===== config.mk =====
export PLATFORM = sky130hd
export DESIGN_NAME = if_fetch_unit_flat
export DESIGN_NICKNAME = d
export VERILOG_FILES = /design/src/rtl/if_fetch_unit_if.sv /design/src/rtl/if_fetch_unit.sv /design/src/flat_wrapper.sv
export SDC_FILE = /design/constraint.sdc
export NUM_CORES = 1
export LEC_CHECK = 0
export BUFFER_PORTS_ARGS = -buffer_cell sky130_fd_sc_hd__buf_4
export CAP_MARGIN = 10
export CORE_AREA = 2 2 116 118
export DETAILED_ROUTE_END_ITERATION = 10
export DIE_AREA = 0 0 118 120
export REMOVE_ABC_BUFFERS = 1
export SLEW_MARGIN = 20
export SYNTH_ARGS = -nofsm -noshare
export SYNTH_HDL_FRONTEND = slang
export SYNTH_SLANG_ARGS = --single-unit

===== constraint.sdc =====
create_clock -name clk -period 1.9 [get_ports clk]
set_input_delay 0.095 -clock clk [delete_from_list [all_inputs] [get_ports clk]]
set_output_delay 0.095 -clock clk [all_outputs]
set_load 0.03 [all_outputs]

===== src/rtl/if_fetch_unit_if.sv =====
// Instruction-memory request/response bus between the fetch unit (master)
// and a variable-latency instruction memory (slave).
interface if_fetch_unit_if #(
    parameter int pc_size   = 18,
    parameter int data_size = 32
);
    logic                 req;
    logic [pc_size-1:0]   addr;
    logic                 ready;
    logic [data_size-1:0] rdata;

    modport master (
        output req,
        output addr,
        input  ready,
        input  rdata
    );

    modport slave (
        input  req,
        input  addr,
        output ready,
        output rdata
    );
endinterface


===== src/rtl/if_fetch_unit.sv =====
// Instruction-fetch stage: owns the PC, fetches over a req/ready memory bus,
// inserts bubbles while memory is busy and buffers an instruction across stalls.
module if_fetch_unit #(
    parameter int                 pc_size   = 18,
    parameter int                 data_size = 32,
    parameter logic [pc_size-1:0] reset_pc  = {pc_size{1'b0}}
) (
    input  logic                  clk,
    input  logic                  rst,
    input  logic                  PCWrite,
    input  logic                  branch_taken,
    input  logic [pc_size-1:0]    branch_target,
    if_fetch_unit_if.master       imem,
    output logic [pc_size-1:0]    IF_PC,
    output logic [data_size-1:0]  IF_ir,
    output logic                  IF_Flush
);

    typedef enum logic [1:0] {
        FETCH = 2'd0,
        HELD  = 2'd1,
        DRAIN = 2'd2
    } state_t;

    localparam logic [pc_size-1:0]   PC_STEP   = pc_size'(3'd4);
    localparam logic [pc_size-1:0]   ALIGN_MSK = ~(pc_size'(2'b11));
    localparam logic [data_size-1:0] NOP_IR    = {data_size{1'b0}};

    state_t               state_r;
    logic [pc_size-1:0]   pc_r;
    logic [pc_size-1:0]   drain_addr_r;
    logic [pc_size-1:0]   if_pc_r;
    logic [data_size-1:0] buf_r;
    logic [data_size-1:0] if_ir_r;
    logic [pc_size-1:0]   pc_next_s;
    logic [pc_size-1:0]   target_s;

    function automatic logic [pc_size-1:0] pc_inc(input logic [pc_size-1:0] pc);
        return pc + PC_STEP;
    endfunction

    function automatic logic [pc_size-1:0] word_align(input logic [pc_size-1:0] a);
        return a & ALIGN_MSK;
    endfunction

    assign pc_next_s = pc_inc(pc_r);
    assign target_s  = word_align(branch_target);

    // Fetch FSM: PC, drain address, stall buffer and the IF/ID-facing registers
    always_ff @(posedge clk) begin
        if (rst) begin
            state_r      <= FETCH;
            pc_r         <= reset_pc;
            drain_addr_r <= reset_pc;
            buf_r        <= NOP_IR;
            if_ir_r      <= NOP_IR;
            if_pc_r      <= {pc_size{1'b0}};
        end else begin
            case (state_r)
                FETCH: begin
                    if (branch_taken) begin
                        pc_r    <= target_s;
                        if_ir_r <= NOP_IR;
                        // A request still in flight must be drained before the new PC is issued.
                        if (imem.ready) begin
                            state_r <= FETCH;
                        end else begin
                            drain_addr_r <= pc_r;
                            state_r      <= DRAIN;
                        end
                    end else if (!PCWrite) begin
                        if (imem.ready) begin
                            buf_r   <= imem.rdata;
                            state_r <= HELD;
                        end else begin
                            state_r <= FETCH;
                        end
                    end else if (imem.ready) begin
                        if_ir_r <= imem.rdata;
                        if_pc_r <= pc_next_s;
                        pc_r    <= pc_next_s;
                        state_r <= FETCH;
                    end else begin
                        if_ir_r <= NOP_IR;
                        state_r <= FETCH;
                    end
                end
                HELD: begin
                    if (branch_taken) begin
                        pc_r    <= target_s;
                        if_ir_r <= NOP_IR;
                        state_r <= FETCH;
                    end else if (PCWrite) begin
                        if_ir_r <= buf_r;
                        if_pc_r <= pc_next_s;
                        pc_r    <= pc_next_s;
                        state_r <= FETCH;
                    end else begin
                        state_r <= HELD;
                    end
                end
                DRAIN: begin
                    if_ir_r <= NOP_IR;
                    if (branch_taken) begin
                        pc_r <= target_s;
                    end else begin
                        pc_r <= pc_r;
                    end
                    // The stale response completes the old request; drop its data.
                    if (imem.ready) begin
                        state_r <= FETCH;
                    end else begin
                        state_r <= DRAIN;
                    end
                end
                default: begin
                    if_ir_r <= NOP_IR;
                    state_r <= FETCH;
                end
            endcase
        end
    end

    assign imem.req  = (state_r != HELD);
    assign imem.addr = (state_r == DRAIN) ? drain_addr_r : pc_r;
    assign IF_PC     = if_pc_r;
    assign IF_ir     = if_ir_r;
    assign IF_Flush  = branch_taken;

endmodule


===== src/flat_wrapper.sv =====
// flat-port wrapper written by rule: the top's interface ports become plain ports
module if_fetch_unit_flat 
#(
    parameter int                 pc_size   = 18,
    parameter int                 data_size = 32,
    parameter logic [pc_size-1:0] reset_pc  = {pc_size{1'b0}}
)
  (clk, rst, PCWrite, branch_taken, branch_target, IF_PC, IF_ir, IF_Flush, imem_req, imem_addr, imem_ready, imem_rdata);
  if_fetch_unit_if #(.pc_size(pc_size), .data_size(data_size)) imem_i ();
  input  logic clk;
  input  logic rst;
  input  logic PCWrite;
  input  logic branch_taken;
  input  logic [pc_size-1:0] branch_target;
  output logic [pc_size-1:0] IF_PC;
  output logic [data_size-1:0] IF_ir;
  output logic IF_Flush;
  output wire logic [$bits(imem_i.req)-1:0] imem_req;
  output wire logic [$bits(imem_i.addr)-1:0] imem_addr;
  input wire logic [$bits(imem_i.ready)-1:0] imem_ready;
  input wire logic [$bits(imem_i.rdata)-1:0] imem_rdata;
  assign imem_req = imem_i.req;
  assign imem_addr = imem_i.addr;
  assign imem_i.ready = imem_ready;
  assign imem_i.rdata = imem_rdata;
  if_fetch_unit #(.pc_size(pc_size), .data_size(data_size), .reset_pc(reset_pc)) u_core (.clk(clk), .rst(rst), .PCWrite(PCWrite), .branch_taken(branch_taken), .branch_target(branch_target), .imem(imem_i), .IF_PC(IF_PC), .IF_ir(IF_ir), .IF_Flush(IF_Flush));
endmodule

==> results.yml, run 1 <==
outcome:
  status: "finished clean"
power_and_ir_drop:
  power.internal_w: 0.00480
  power_w: 0.00646
  leakagePower_nw: 2.73
  power.density_mw_per_mm2: 903
  p_clk_share_pct: 46.0
  seq_power_share_pct: 39.9
  peakVddDrop_mv: 0.587
  p_comb_share_pct: 14.1
  switching_share_pct: 25.8
  p_switching_w: 0.00167
global_route:
  grt_max_degree: 34
  first_global_vias: 4575
  grt_pass1_wl_mm: 23.0
  grtUsageTotal_pct: 20.3
  grt-ovfl-total: 0
  antenna_found_initial: 0
cts:
  cts_max_level: 4
  cts-root-buf: "clkbuf_16"
  cts_sinks: 114
  cts_made_buffers: 17
  clk_pin_slew_worst_paths_ns: 0.05
  cts_tree: "yes"
  clock_path_buffers: 2
  clk_latency_ns: 0.41
sta:
  setup_viol: 0
  period_needed_ns: 1.79
  rsz0062_at_grt: "false"
  period_share_pct: 94.3
  hold_ws_ns: 0.0199
  fmax_mhz: 558
  slew_violations: 0
  skew_ns: 0.00701
  finalHoldViolCount: 0
  fin_setup_tns_ns: 0
placed_design:
  dp_hpwl_mm: 9.26
  io_buffers: 118
  place_congestion: 0.828
worst_setup_path:
  start_kind: "register"
  worstSetupPathType: "reg -> out"
  critPathArrivalTime_ns: 1.70
  critPathRequiredTime_ns: 1.80
  cp-end-kind: "output port"
  worstPathMaxFanout: 28
cells_and_area:
  fin_nets: 823
  utilization_pct: 55.2
  final_common_cell: "nand2_1"
  final_cell_mix: "nand2_1 (144), buf_4 (141), dfxtp_1 (113)"
  diodes: 0
  drive_gt1_share_pct: 26.2
  fillerInstances: 1194
  seq_area_mm2: 0.00228
  synthToLayoutAreaGrowth_pct: 40.5
  multiInputGateArea_mm2: 0.00249
yosys:
  synth_top_cell_by_area: "dfxtp_1"
  synth_async_sr_flop_share_pct: 0
  syn_area_mm2: 0.00510
  synth_cells: 621
  synth_top_area_share_pct: 44.8
  synth.distinct_cells: 55
  synth_edf_count: 0
  yosysSeqAreaShare_pct: 44.8
  ys_warn_count: 0
  synth.area.top_cells: "dfxtp_1 (45%), nand2_1 (11%), a21oi_1 (5.5%), a22oi_1 (5.0%), o21ai_0 (3.2%)"
  ys_seq_elements: 114
  syn_area_per_cell_um2: 8.21
  synth_ff_type: "dfxtp_1"
floorplan:
  num_rows: 42
  die_w_um: 118
  dieArea_mm2: 0.0142
  num_io_pins: 125
  core-area_mm2: 0.0130
  die_h_um: 120
  start_util_pct: 39.3
detailed_routing:
  wirelength_mm: 14.1
  drtIter0Drc: 418
  drtAntennaViolNets: 0
  drc: 0
  dr.pass1.iters: 5
  viasPerCell: 5.19
  wire_per_inst_um: 14.7
  num_vias: 4962
min_path:
  hold_path.class: "in -> reg"
run:
  drv_cap: 0
==> kinds of logic (layout without fill, tap and decap cells) <==
logic type | after synthesis | in the layout | share of synthesized area, %
compound gates | 180 | 180 | 22.3
simple gates | 225 | 225 | 20.9
buf+inv | 75 | 231 | 6.92
fa+ha+maj | 1 | 1 | 0.245
xor+xnor | 13 | 13 | 2.23
mux | 12 | 12 | 2.60
flops | 114 | 114 | 44.8
other cells | 1 | 4 | 0.0736
==> sequential cells by signal, summed over array words and instances, names as in the netlist <==
name / count
u_core.IF_ir: 32
u_core.pc_r: 16
u_core.drain_addr_r: 16
u_core.IF_PC: 16
u_core.buf_r: 32
u_core.state_r: 2
==> repair_timing <==
action                                  CTS  global route
gates resized for setup                   1             2
hold buffers                             40             0
endpoints found under the setup margin   11            11
gates cloned                              0             0
buffers inserted                          0             0
endpoints found under the hold margin    68             0
==> synth_stat cells, types with 4 or more instances <==
library cell / number
nand2_1: 144
dfxtp_1: 114
a21oi_1: 56
a22oi_1: 34
clkbuf_1: 34
o21ai_0: 33
nor2_1: 25
buf_2: 15
a211oi_1: 13
inv_1: 12
nand4_1: 11
o21ai_1: 11
xnor2_1: 11
buf_4: 10
mux2_2: 10
nor3_1: 7
or3_1: 7
a31oi_1: 5
nor4_1: 5
o32ai_1: 5
a2111oi_0: 4
nand2b_1: 4
nand3_1: 4
o21a_1: 4
==> worst paths after layout <==
check,start,endpoint,slack (ns),cells past startpoint
worst max-delay path,u_core.state_r[0],imem_addr[2],0.11,4
worst min-delay path,PCWrite,u_core.state_r[0],0.02,3
worst max register to register,u_core.pc_r[2],u_core.IF_PC[14],0.11,5
worst min register to register,u_core.IF_ir[26],u_core.IF_ir[26],0.45,2
==> power by group through the flow <==
| stage | Combinational [W] | Sequential (W) | Clock [W] |
|---|---|---|---|
| after CTS | 0.000916 | 0.00257 | 0.00304 |
| after floorplan | 0.000366 | 0.00269 | 0 |
| after detailed placement | 0.000845 | 0.00262 | 0 |
| after global routing | 0.000989 | 0.00259 | 0.00314 |
| final | 0.000913 | 0.00258 | 0.00297 |
| after global placement | 0.000837 | 0.00262 | 0 |
==> layer usage <==
metal | vias to the layer above | part of all wire, % | global-route usage (%)
met1 | 2322 | 46 | 26.4
met4 | 0 | 0.74 | 6.25
met3 | 11 | 5.8 | 5.47
met2 | 167 | 48 | 33.1
met5 | - | 0 | 0
li1 | 2462 | - | -
==> per-stage QoR <==
step / instance area, µm² / cells / worst slack [ns]
global route: 7160 / 956 / 0.0169
floorplan: 4800 / 561 / -1.17
global placement: 6200 / 884 / 0.151
finish: 7160 / 956 / 0.108
detailed placement: 6200 / 884 / 0.127
CTS: 7160 / 956 / 0.00571
==> cell type report <==
type	instances	share of cell area [%]
sequential	114	31.9
timing repair buffer	187	22.0
clock inverter	12	1.62
multi-input combinational	435	34.7
tap	176	3.07
clock buffer	20	6.10
inverter	12	0.629
==> critical path: stages (launching register included) <==
cell and delay, ns:
dfxtp_2 0.36, nor2b_4 0.14, buf_8 0.22, mux2_2 0.38
buf_4 0.17
(Power assumes the default switching activity.)
==> run 2, diff against run 1 <==
--- a/config.mk
+++ b/config.mk
@@ -10,6 +10,7 @@
 export CORE_AREA = 2 2 116 118
 export DETAILED_ROUTE_END_ITERATION = 10
 export DIE_AREA = 0 0 118 120
+export HOLD_SLACK_MARGIN = 0.1
 export REMOVE_ABC_BUFFERS = 1
 export SLEW_MARGIN = 20
 export SYNTH_ARGS = -nofsm -noshare
==> results.yml, run 2 (synthesized netlist as in run 1, its figures left out) <==
min_path:
  hold_path.class: "in -> reg"
sta:
  rsz0062_at_grt: "false"
  finalHoldViolCount: 0
  period_needed_ns: 1.80
  period_share_pct: 94.6
  slew_violations: 0
  fin_setup_tns_ns: 0
  fmax_mhz: 556
  hold_ws_ns: 0.144
  skew_ns: 0.0112
  setup_viol: 0
floorplan:
  core-area_mm2: 0.0130
  dieArea_mm2: 0.0142
  die_w_um: 118
  die_h_um: 120
  num_io_pins: 125
  num_rows: 42
  start_util_pct: 39.3
cells_and_area:
  synthToLayoutAreaGrowth_pct: 41.9
  final_cell_mix: "nand2_1 (144), buf_4 (141), dfxtp_1 (113)"
  diodes: 0
  fillerInstances: 1185
  drive_gt1_share_pct: 25.9
  fin_nets: 830
  final_common_cell: "nand2_1"
  stdcell_count: 963
cts:
  cts_sinks: 114
  cts-root-buf: "clkbuf_16"
  clk_pin_slew_worst_paths_ns: 0.05
  cts_made_buffers: 17
  cts_setup_buffers: 0
  cts_tree: "yes"
  clk_latency_ns: 0.41
  clock_path_buffers: 2
  cts_max_level: 4
global_route:
  met1_usage_pct: 26.2
  use_met2_pct: 33.9
  use_met3_pct: 5.42
  grtUsageTotal_pct: 20.5
  grt_max_degree: 34
  first_global_vias: 4647
  top_usage_layer: "met2"
  grt-ovfl-total: 0
  grt_pass1_wl_mm: 23.2
  antenna_found_initial: 0
worst_setup_path:
  start_kind: "register"
  critPathBufInv: 2
  worstPathMaxFanout: 28
  critPathArrivalTime_ns: 1.70
  cp_slowest_cell: "mux2_2"
  worstSetupPathType: "reg -> out"
  slowest_delay_ns: 0.38
  critPathRequiredTime_ns: 1.80
  cp-end-kind: "output port"
  cpLargestDelayFamily: "buffers and inverters"
  crit_chain: "nor2b_4, buf_8, mux2_2, buf_4"
placed_design:
  dp_hpwl_mm: 9.26
  io_buffers: 118
  post-place-cells: 884
  place_congestion: 0.828
power_and_ir_drop:
  peakVddDrop_mv: 0.586
  power_w: 0.00647
  power.density_mw_per_mm2: 895
  leakagePower_nw: 2.76
detailed_routing:
  drc: 0
  viasPerCell: 5.15
  wire_per_inst_um: 14.8
  drtAntennaViolNets: 0
  num_vias: 4957
  dr.pass1.iters: 5
  wirelength_mm: 14.2
  drtIter0Drc: 442
run:
  drv_cap: 0
outcome:
  status: "finished clean"
[run 2: timing repair]
item,in CTS,in global routing
endpoints found under the setup margin,11,11
endpoints found under the hold margin,76,0
hold buffers,47,0
gates resized for setup,1,2
[run 2: final timing paths]
kind,from,end,slack [ns],cells after the start
setup / recovery,u_core.state_r[0],imem_addr[2],0.10,4
hold / removal,branch_target[10],u_core.pc_r[10],0.14,4
setup reg to reg,u_core.pc_r[2],u_core.IF_PC[14],0.11,5
hold reg to reg,u_core.IF_ir[29],u_core.IF_ir[29],0.45,2
[run 2: area by class of cell]
cell class | count | area, µm² | share of cell area [%]
multi-input combinational | 435 | 2490 | 34.4
sequential | 114 | 2280 | 31.6
timing repair buffer | 194 | 1640 | 22.7
clock buffer | 20 | 437 | 6.04
tap | 176 | 220 | 3.04
clock inverter | 12 | 116 | 1.61
inverter | 12 | 45.0 | 0.623
[run 2: stage by stage]
step	instance area, µm²	setup WS, ns	utilization [%]
after CTS	7230	0.00571	55.7
after floorplan	4800	-1.17	-
after global placement	6200	0.151	47.8
after detailed placement	6200	0.127	47.8
final	7230	0.102	55.7
after global routing	7230	0.0169	55.7
[run 2: report_power, final]
part / switching [W] / internal, W
Sequential: 0.0000848 / 0.00249
Clock: 0.00106 / 0.00190
Combinational: 0.000516 / 0.000409
[run 2: tightest hold or removal path, delay by kind of cell]
kind / cells / cell delay [ns]
compound gates: 3 / 0.33
buf+inv: 1 / 0.08
[run 2: metal layers]
metal  vias up  share of wire, %
met2       183                48
met4         0              0.60
met5         -                 0
li1       2472                 -
met1      2295                45
met3         7               6.5
